<file path="src/rtl/arm_bus_front_end.sv">
`default_nettype none
// ============================================================================
// Module  : arm_bus_front_end
// Purpose : ARM static-memory bus front end with strobe synchronisers, an
//           access FSM and read-data return. ARM_BUS_FRONT_END_TIMEOUT_EN adds
//           a strobe timeout.
// Rev     : 1.0
// ============================================================================
module arm_bus_front_end #(
    parameter int SYNC_STAGES    = 2,
    parameter int ADDR_WIDTH     = 24,
    parameter int DATA_WIDTH     = 32,
    parameter int TIMEOUT_CYCLES = 255
) (
    input  logic                  clk,
    input  logic                  rst_n,
    input  logic                  as,
    input  logic                  ws_n,
    input  logic                  rs_n,
    input  logic [ADDR_WIDTH-1:0] address,
    input  logic [DATA_WIDTH-1:0] data_in,
    input  logic [3:0]            be,
    input  logic [DATA_WIDTH-1:0] rdata_in,
    input  logic                  err_clr,
    output logic                  wr_en,
    output logic                  rd_en,
    output logic [ADDR_WIDTH-1:0] addr_q,
    output logic [DATA_WIDTH-1:0] wdata_q,
    output logic [3:0]            be_q,
    output logic [DATA_WIDTH-1:0] data_out,
    output logic                  data_oe,
    output logic                  busy,
    output logic                  proto_err,
    output logic                  timeout_err
);

    localparam logic [2:0] S_IDLE     = 3'd0;
    localparam logic [2:0] S_WR_CMD   = 3'd1;
    localparam logic [2:0] S_RD_CMD   = 3'd2;
    localparam logic [2:0] S_RD_LATCH = 3'd3;
    localparam logic [2:0] S_HOLD     = 3'd4;

    logic [SYNC_STAGES-1:0] as_sync_q;
    logic [SYNC_STAGES-1:0] ws_sync_q;
    logic [SYNC_STAGES-1:0] rs_sync_q;
    logic                   as_s, ws_s, rs_s;
    logic                   det_wr, det_rd, det_both, strobe_held;
    logic [2:0]             state_q, state_d;
    logic                   data_oe_q, data_oe_d;
    logic                   proto_err_q, proto_err_d;
    logic                   tmo_hit;

    // Synchronisers reset to the idle bus level (as low, strobes high).
    always_ff @(posedge clk or negedge rst_n) begin
        if (!rst_n) begin
            as_sync_q <= '0;
            ws_sync_q <= '1;
            rs_sync_q <= '1;
        end else begin
            as_sync_q <= {as_sync_q[SYNC_STAGES-2:0], as};
            ws_sync_q <= {ws_sync_q[SYNC_STAGES-2:0], ws_n};
            rs_sync_q <= {rs_sync_q[SYNC_STAGES-2:0], rs_n};
        end
    end

    assign as_s        = as_sync_q[SYNC_STAGES-1];
    assign ws_s        = ~ws_sync_q[SYNC_STAGES-1];
    assign rs_s        = ~rs_sync_q[SYNC_STAGES-1];
    assign det_wr      = as_s & ws_s;
    assign det_rd      = as_s & rs_s & ~ws_s;
    assign det_both    = as_s & ws_s & rs_s;
    assign strobe_held = as_s & (ws_s | rs_s);

    always_ff @(posedge clk or negedge rst_n) begin
        if (!rst_n) begin
            state_q <= S_IDLE;
        end else begin
            state_q <= state_d;
        end
    end

    always_comb begin
        state_d = state_q;
        case (state_q)
            S_IDLE: begin
                if (det_wr) begin
                    state_d = S_WR_CMD;
                end else if (det_rd) begin
                    state_d = S_RD_CMD;
                end
            end
            S_WR_CMD:   state_d = S_HOLD;
            S_RD_CMD:   state_d = S_RD_LATCH;
            S_RD_LATCH: state_d = S_HOLD;
            S_HOLD: begin
                if (!strobe_held) begin
                    state_d = S_IDLE;
                end
            end
            default:    state_d = S_IDLE;
        endcase
    end

    always_comb begin
        wr_en = (state_q == S_WR_CMD);
        rd_en = (state_q == S_RD_CMD);
        busy  = (state_q != S_IDLE);
    end

    always_comb begin
        data_oe_d = data_oe_q;
        if (state_q == S_RD_LATCH) begin
            data_oe_d = 1'b1;
        end
        if (state_d == S_IDLE || tmo_hit) begin
            data_oe_d = 1'b0;
        end
        proto_err_d = (proto_err_q & ~err_clr) | ((state_q == S_IDLE) & det_both);
    end

    // Capture registers are only loaded on detection and otherwise hold.
    always_ff @(posedge clk or negedge rst_n) begin
        if (!rst_n) begin
            addr_q      <= '0;
            wdata_q     <= '0;
            be_q        <= '0;
            data_out    <= '0;
            data_oe_q   <= 1'b0;
            proto_err_q <= 1'b0;
        end else begin
            if (state_q == S_IDLE && det_wr) begin
                addr_q  <= address;
                wdata_q <= data_in;
                be_q    <= be;
            end else if (state_q == S_IDLE && det_rd) begin
                addr_q  <= address;
            end
            if (state_q == S_RD_LATCH) begin
                data_out <= rdata_in;
            end
            data_oe_q   <= data_oe_d;
            proto_err_q <= proto_err_d;
        end
    end

    assign data_oe   = data_oe_q;
    assign proto_err = proto_err_q;

`ifdef ARM_BUS_FRONT_END_TIMEOUT_EN
    localparam int CNT_W = ($clog2(TIMEOUT_CYCLES + 1) > 8) ? $clog2(TIMEOUT_CYCLES + 1) : 8;
    localparam logic [CNT_W-1:0] CNT_MAX   = '1;
    localparam logic [CNT_W-1:0] TMO_LIMIT = CNT_W'(TIMEOUT_CYCLES);

    logic [CNT_W-1:0] tmo_cnt_q, tmo_cnt_d;
    logic             tmo_err_q, tmo_err_d;

    always_comb begin
        tmo_cnt_d = tmo_cnt_q;
        if (state_q == S_IDLE && state_d != S_IDLE) begin
            tmo_cnt_d = '0;
        end else if (state_q == S_HOLD && tmo_cnt_q != CNT_MAX) begin
            tmo_cnt_d = tmo_cnt_q + 1'b1;
        end
        tmo_err_d = (tmo_err_q & ~err_clr) | tmo_hit;
    end

    // Fires on the edge the HOLD counter reaches the limit.
    assign tmo_hit = (state_q == S_HOLD) && (tmo_cnt_d == TMO_LIMIT);

    always_ff @(posedge clk or negedge rst_n) begin
        if (!rst_n) begin
            tmo_cnt_q <= '0;
            tmo_err_q <= 1'b0;
        end else begin
            tmo_cnt_q <= tmo_cnt_d;
            tmo_err_q <= tmo_err_d;
        end
    end

    assign timeout_err = tmo_err_q;
`else
    // Constant false: no timeout counter in this build.
    assign tmo_hit     = (TIMEOUT_CYCLES < 0);
    assign timeout_err = 1'b0;
`endif

endmodule
`default_nettype wire

</file>
<file path="config.mk">
export PLATFORM = sky130hd
export DESIGN_NAME = arm_bus_front_end
export DESIGN_NICKNAME = d
export VERILOG_FILES = /design/src/rtl/arm_bus_front_end.sv
export SDC_FILE = /design/constraint.sdc
export NUM_CORES = 1
export LEC_CHECK = 0
export ABC_CLOCK_PERIOD_IN_PS = 2600
export CORE_UTILIZATION = 43
export DETAILED_ROUTE_END_ITERATION = 7
export MAX_ROUTING_LAYER = met4
export PLACE_DENSITY = 0.85
export SETUP_SLACK_MARGIN = 0.3
export SLEW_MARGIN = 20
export SYNTH_ARGS = -nofsm -noshare
export SYNTH_HDL_FRONTEND = slang
export SYNTH_SLANG_ARGS = --single-unit
</file>
<file path="constraint.sdc">
create_clock -name clk -period 2.6 [get_ports clk]
set_clock_uncertainty 0.15 [all_clocks]
set_input_delay 0.52 -clock clk [delete_from_list [all_inputs] [get_ports clk]]
set_output_delay 0.52 -clock clk [all_outputs]
set_load 0.005 [all_outputs]
</file>
* Word level (Yosys, flattened, before mapping)
Index checks and enable logic that the tools add are counted.
** Word-level totals
- Register bits :: 103
- Logic and storage cells :: 42
- Memories kept :: 0
- Bits in latches :: 0
- Bits in read-only memories :: 0
- RAM bits :: 0
- Output and inout port bits :: 98
- Input bits :: 98
** Operators by class
- Equal/unequal tests :: 4
- Shifts and indexed selects :: 0
- Div/mod/pow operators :: 0
- Bitwise logic cells :: 12
- Mux-type cells :: 8
- Multipliers :: 0
- Reduce and logical (&&, ||, !) cells :: 8
- Add/subtract/negate cells :: 0
- Magnitude comparators :: 0
** Operators with widths (count)
- two-way mux 24 bit :: 2
- case mux 3 bit (4 select lines) :: 1
- two-way mux 3 bit :: 3
- AND 1 bit :: 7
- == test 3 x 2 -> 1 bit (second input constant) :: 2
- zero test 3 bit :: 2
- nonzero test 2 bit :: 2
- == test 3 x 1 -> 1 bit (second input constant) :: 1
- == test 3 bit (second input constant) :: 1
- NOT 1 bit :: 3
- nonzero test 3 bit :: 1
- logical AND 1 bit :: 2
- two-way mux 1 bit :: 2
- OR 1 bit :: 2
- OR reduction 2 bit :: 1

* Depth between registers and ports, before layout
Gate-level depths: netlist of the first run.
- Depth after elaboration :: 8
- Depth in mapped cells :: 5
- Depth with buffers taken out :: 3

* Worst setup path after synthesis of the first run
No wires, ideal clock.
- Path type :: flip-flop to flip-flop
- From :: reg state_q[1]
- To :: reg wdata_q[12]
- Arrival :: 1515 ps
- Data required time :: 2325 ps
- Clock period less this slack :: 1790 ps
- Stages on the path, launching flop included :: 6
- Library setup time :: 125 ps
- Path buffers :: 2
- Path slack :: 810 ps
- Cells stage by stage :: dfrtp_1 > nand2b_4 > nor4_1 > buf_2 > buf_4 > mux2_2
** Between the ends
- Longest elaborated chain between the ends :: 2
** RTL lines
- start, declared :: line 48 : logic [2:0] state_q, state_d;
- start signal, assigned :: line 78 : state_q <= state_d;
- zero test 3 bit :: line 131 : if (state_q == S_IDLE && det_wr) begin
- logical AND 1 bit :: line 131
- end signal, assigned :: line 133 : wdata_q <= data_in;
- end, declared :: line 28 : output logic [DATA_WIDTH-1:0] wdata_q,
No other way between the ends.
A chain may end at the register's enable or synchronous reset.

* Worst setup path after layout of the first run
- From :: reg state_q[0]
- To :: out busy
** Between the ends
- Longest elaborated chain between the ends :: 1
** RTL lines
- nonzero test 3 bit :: line 107 : busy = (state_q != S_IDLE);
- end, declared :: line 32 : output logic busy,
No other way between the ends.

==> reports/metrics.cfg, run 1 <==
[setup_path]
max_stage_delay_ns = 0.44
r2r_slack_ns = 0.54
crit_path_end_kind = primary output
cp.required_ns = 1.93
start_kind = flop
worst_r2r_endpoint = be_q[3]$_DFFE_PN0P_
crit_chain = buf_4 -> or3_2 -> clkdlybuf4s15_1
critPathMaxFanout = 3
r2r-start = state_q[2]$_DFF_PN0_
path_class = flop to primary output
crit_family = simple AND/OR/NAND/NOR gates
path_buf_inv = 2
rr_worst_depth = 5
cp.arrival_ns = 1.59
slowest_stage = or3_2
cp.depth = 3

[grt]
grt_max_degree = 52
grt.overflow.total = 0
grt_usage_pct = 20.4
grt_first_pass_wirelength_um = 14700
first_global_vias = 2964
antenna_found_initial = 0

[drt]
avgViaCountPerCell = 4.84
antenna_left = 0
post-route-drc-count = 26
drt_iter0_drc = 84
wirelength_um = 9140
vias = 2656
wl_per_cell_um = 16.6
dr.pass1.iters = 6

[cts]
path_clk_slew_ns = 0.10
max-clock-path-buffers = 2
cts_tree = yes
cts.sinks = 103
cts_inserted_buffers = 9
htreeDepth = 3
root_buffer = clkbuf_8
clkLatencyLatePin_ns = 0.35

[synthesis]
syn_nets = 325
postSynthAreaPerCell_um2 = 17.3
syn_inst = 227
synthDistinctLibCells = 26
netlist_area_um2 = 3930
yosys_register_bits = 103
ys_warn_count = 0
seq_area_frac_synth_pct = 65.7

[placement]
dp_hpwl_um = 6770
place_area_um2 = 5970
io_buffers = 194
place_congestion = 0.825
place_inst = 524

[min_path]
hp-start = ws_sync_q[0]$_DFF_PN1_
hold_class = flop to flop
hold_end = ws_sync_q[1]$_DFF_PN1_
holdPathStages = 0

[floorplan]
die-height_um = 97.6
die_area_um2 = 9530
num_rows = 34
initial_core_util_pct = 44.6
die_x_um = 97.6
pin_count = 196
core_area_um2 = 8810

[power]
ir_worst_vdd_v = 0.000640
p_per_area_nw_per_um2 = 1120
p_leak_nw = 2.71

[final_layout]
drive_gt1_share_pct = 30.8
finalNonFillerCells = 549
area_growth_pct = 58.8
nNetsFinal = 534
diodes = 0
final_area_um2 = 6240

[timing]
setup_viol = 0
hold_viol_final = 0
rsz0062_at_grt = yes
fin_crit_sh_pct = 86.8
maxSlewViolCount = 0
fin_crit_ns = 2.26
fin_tns_setup_ns = 0
timing.fmax_mhz = 443

[run_status]
violations = design-rule violations
status = finished with violations

[job]
drv_cap = 0

-- cell type report --
| class | count | area [um2] |
|---|---|---|
| inverters | 2 | 7.51 |
| clock buffers | 10 | 138 |
| flip-flops and latches | 103 | 2590 |
| clock inverters | 6 | 51.3 |
| well taps | 108 | 135 |
| fillers | 605 | 2560 |
| repair buffers | 209 | 2070 |
| multi-input cells | 111 | 1260 |
-- state kept, by name, summed over array words and instances (netlist names) --
signal and count:
addr_q 24, state_q 3, data_out 32, wdata_q 32, rs_sync_q 2, data_oe 1, be_q 4, proto_err 1
ws_sync_q 2, as_sync_q 2
-- cells in the mapped netlist (all sizes together) --
library cell | number | area share (%)
and2b | 1 | 0.22
nor3 | 1 | 0.13
inv | 2 | 0.19
a211oi | 1 | 0.19
dfstp | 4 | 2.7
nor2b | 1 | 0.16
or2 | 1 | 0.16
nand2b | 1 | 0.35
a31oi | 1 | 0.16
a21oi | 1 | 0.13
a21o | 2 | 0.38
nor4 | 1 | 0.16
o21ai | 1 | 0.13
or3 | 1 | 0.19
mux2 | 92 | 28
buf | 11 | 2.5
dfrtp | 99 | 63
a2111o | 1 | 0.29
nor3b | 1 | 0.19
conb | 1 | 0.095
nand2 | 2 | 0.19
a22o | 1 | 0.22
-- layout by cell type, fill, tap and decap left out, types with 2 or more instances in the layout --
master,count
dfrtp_1,96
buf_4,14
dfstp_2,4
nand2_1,2
inv_1,2
inv_6,2
clkdlybuf4s50_1,190
clkbuf_8,10
mux2_4,20
mux2_2,72
a21o_1,2
dfrtp_2,3
clkinv_4,2
-- per-stage QoR --
stage / hold slack (ns) / utilization (%) / power (mW) / worst slack [ns]
6_report: 0.213 / 70.9 / 6.99 / 0.342
3_5_place_dp: 0.197 / 67.8 / 6.00 / 0.510
4_1_cts: 0.213 / 70.3 / 7.00 / 0.269
3_3_place_gp: 0.186 / 67.8 / 5.86 / 0.546
5_1_grt: 0.216 / 70.9 / 7.37 / 0.286
2_1_floorplan: 0.0744 / - / 4.06 / 0.810
-- worst register-to-register path, stage by stage (launching register included) --
cell and delay (ns):
dfrtp_2 0.46, buf_4 0.15, buf_4 0.13, nor4_2 0.31
buf_4 0.35, mux2_2 0.40
-- timing repair --
action                     in CTS  in global routing
buffers inserted                2                  6
hold buffers                    1                  0
gates resized for setup         6                  3
hold endpoints to repair       26                  0
setup endpoints to repair       3                  1
-- where the power goes --
part	total (mW)	leakage (nW)	internal, mW	switching (mW)
logic	3.23	1.40	2.32	0.906
registers	2.80	1.21	2.38	0.419
clock network	0.962	0.0992	0.391	0.571
-- metal layers --
metal	GRT usage, %	up-vias	wire length, um
met5	-	-	0
met4	5.13	0	114
met3	5.90	12	667
met2	35.3	109	4800
met1	23.2	1326	3550
li1	-	1209	-
-- cells by family (layout without fill, tap and decap cells) --
| logic type | count (synthesis) | after routing | share of synthesized area, % |
|---|---|---|---|
| muxes | 92 | 92 | 28.3 |
| AOI/OAI and AO/OA | 8 | 8 | 1.50 |
| buffers and inverters | 13 | 227 | 2.71 |
| other | 1 | 1 | 0.0954 |
| DFF | 103 | 103 | 65.7 |
| and+or+nand+nor | 10 | 10 | 1.75 |
-- how the worst max path moves through the flow --
stage | to | from
3_5_place_dp | busy | state_q[2]$_DFF_PN0_
2_1_floorplan | wdata_q[12]$_DFFE_PN0P_ | state_q[1]$_DFF_PN0_
3_3_place_gp | busy | state_q[2]$_DFF_PN0_
6_report | busy | state_q[0]$_DFF_PN0_
5_1_grt | busy | state_q[0]$_DFF_PN0_
4_1_cts | wr_en | state_q[0]$_DFF_PN0_
(Power assumes the default switching activity.)
==> inputs of run 2 (changes only) <==
Settings changed: CORE_UTILIZATION 43 to 29, PLACE_DENSITY 0.85 to default, REMOVE_ABC_BUFFERS from default to 1.
==> run 2 against run 1 <==
Against the previous run: the flow now finishes without violations; die area is 47% higher; first-iteration DRC count is 17% lower; critical path depth decreased by 1; global-route usage down 6.7 points; maximum frequency is 1.3% higher; design area up 2.0%; non-clock buffer count fell by 6; routed wire length decreased by 3.2%; critical path type unchanged; combinational power decreased by 3%; clock power rose by 31%; via count shrank 1.1%.
==> reports/metrics.cfg, run 2 (synthesis results as in run 1) <==
[drt]
dr_wl_met3_um = 576  ; -14%
drt_iter0_drc = 70  ; -17%
maxUsedRoutingLayer = met4
antenna_left = 0  ; unchanged
dr.pass1.iters = 4  ; -2
post-route-drc-count = 0  ; -100%
vias = 2628  ; -1.1%
wirelength_um = 8850  ; -3.2%
wl_met2_um = 4180  ; -13%
wl_per_cell_um = 14.5  ; -13%
met1Wirelength_um = 3990  ; +12%
avgViaCountPerCell = 4.30  ; -11%

[setup_path]
max_stage_delay_ns = 0.48  ; +0.04 ns
cp.required_ns = 1.93  ; about the same
cp.arrival_ns = 1.56  ; -0.03 ns
worstSetupEndpoint = busy
critPathMaxFanout = 6  ; +3
r2r_slack_ns = 0.58  ; +0.04 ns
slowest_stage = or3_2
rr_worst_depth = 4  ; -1
worst_r2r_endpoint = wdata_q[23]$_DFFE_PN0P_
r2r-start = state_q[2]$_DFF_PN0_
path_class = flop to primary output
crit_start = state_q[2]$_DFF_PN0_
start_kind = flop
crit_path_end_kind = primary output
crit_chain = or3_2 -> dlygate4sd2_1

[final_layout]
final_area_um2 = 6370  ; +2.0%
diodes = 0  ; unchanged
n_fill_cell = 1175  ; +94%
nNetsFinal = 528  ; -1.1%
reg_top3 = data_out: 32 flops, wdata_q: 32 flops, addr_q: 24 flops
mostFrequentLayoutCell = clkdlybuf4s50_1
final_cell_mix = clkdlybuf4s50_1, dfrtp_1, mux2_2
area_growth_pct = 62.0
drive_gt1_share_pct = 29.4  ; -1.4 points

[grt]
grt_usage_pct = 13.7  ; -6.7 points
first_global_vias = 2799  ; -5.6%
grt.overflow.total = 0  ; unchanged
grt_max_degree = 98  ; +88%
grt_first_pass_wirelength_um = 14500  ; -1.5%
antenna_found_initial = 0  ; unchanged

[power]
p_leak_nw = 2.71  ; +0.24%
pwr-share-clk_pct = 17.5  ; +3.7 points
switching_share_pct = 25.5  ; -1.6 points
ir_worst_vdd_v = 0.000469  ; -27%
seq_power_share_pct = 38.9  ; -1.2 points
p_comb_share_pct = 43.7  ; -2.5 points
total_power_mw = 7.20  ; +3.0%
p_sw_mw = 1.84  ; -3.1%
p_per_area_nw_per_um2 = 1130  ; +0.95%
power.internal_mw = 5.36  ; +5.3%

[timing]
fin_crit_ns = 2.23  ; -0.0294 ns
setup_viol = 0  ; unchanged
fin_crit_sh_pct = 85.7  ; -1.1 points
max-slew-margin-rel_pct = 64.0
rsz0062_at_grt = no
hold_viol_final = 0  ; unchanged
tightestPinTransition_ns = 0.541
timing.fmax_mhz = 449  ; +1.3%
maxSlewViolCount = 0  ; unchanged

[floorplan]
core_area_um2 = 13200  ; +50%
die_x_um = 118  ; +21%
die_area_um2 = 14000  ; +47%
num_rows = 42  ; +24%
initial_core_util_pct = 29.7  ; -15 points
die-height_um = 118  ; +21%
pin_count = 196  ; unchanged

[cts]
cts_tree = yes
max-clock-path-buffers = 2  ; unchanged
cts_inserted_buffers = 9  ; unchanged
clkLatencyLatePin_ns = 0.34  ; about the same
cts.sinks = 103  ; unchanged
htreeDepth = 3  ; unchanged
path_clk_slew_ns = 0.06  ; -0.04 ns
root_buffer = clkbuf_16

[job]
drv_cap = 0  ; unchanged

[placement]
place_congestion = 0.716  ; -13%
place_area_um2 = 6040  ; +1.2%
dp_hpwl_um = 6190  ; -8.5%
io_buffers = 194  ; unchanged

[min_path]
hold_class = flop to flop

[run_status]
status = finished, final reports clean

-- run 2: worst min path at each step --
stage | end | cells after the start | slack [ns] | start
6_report | as_sync_q[1]$_DFF_PN0_ | 0 | 0.20 | as_sync_q[0]$_DFF_PN0_
5_1_grt | as_sync_q[1]$_DFF_PN0_ | 0 | 0.21 | as_sync_q[0]$_DFF_PN0_
4_1_cts | as_sync_q[1]$_DFF_PN0_ | 0 | 0.20 | as_sync_q[0]$_DFF_PN0_
3_5_place_dp | addr_q[23]$_DFFE_PN0P_ | 1 | 0.19 | rst_n
3_3_place_gp | as_sync_q[1]$_DFF_PN0_ | 0 | 0.18 | as_sync_q[0]$_DFF_PN0_
2_1_floorplan | addr_q[0]$_DFFE_PN0P_ | 0 | 0.07 | rst_n
-- run 2: area by class of cell --
cell class	instances	area, um2	area share [%]
timing repair buffer	203	2020	31.7
multi-input combinational	111	1260	19.7
sequential	103	2590	40.6
clock inverter	3	17.5	0.275
inverter	2	7.51	0.118
clock buffer	13	260	4.09
tap	176	220	3.46
-- run 2: layer usage --
metal	vias to the layer above	GRT usage (%)
li1	1202	-
met1	1302	17.0
met2	115	21.0
met3	9	3.57
met4	0	6.17
met5	-	-
-- run 2: power groups by stage --
stage / registers (mW) / logic, mW / clock network (mW)
6_report: 2.80 / 3.14 / 1.26
5_1_grt: 2.92 / 3.35 / 1.38
3_5_place_dp: 2.83 / 3.15 / 0
4_1_cts: 2.81 / 3.15 / 1.32
2_1_floorplan: 2.86 / 1.15 / 0
3_3_place_gp: 2.79 / 3.12 / 0
-- run 2: per-stage QoR --
stage | util (%) | setup slack (ns) | TNS (ns) | std cells | hold slack (ns)
final | 48.1 | 0.371 | 0 | 611 | 0.198
after global routing | 48.1 | 0.325 | 0 | 611 | 0.206
after CTS | 47.8 | 0.151 | 0 | 607 | 0.201
after detailed placement | 45.6 | 0.476 | 0 | 590 | 0.186
after global placement | 45.6 | 0.514 | 0 | 590 | 0.184
after floorplan | - | -2.29 | -86.74 | 216 | 0.0744
-- run 2: worst max-delay path: cells and delay by family (launching register included) --
| family | cells | cell delay (ns) |
|---|---|---|
| buf+inv | 1 | 0.28 |
| flops | 1 | 0.46 |
| simple gates | 1 | 0.48 |
-- run 2: what timing repair did --
action,CTS,global route
endpoints found under the hold margin,6,0
setup endpoints to repair,3,1
hold buffers,1,0
gates cloned,0,0
buffers inserted,0,4
gates resized for setup,5,3
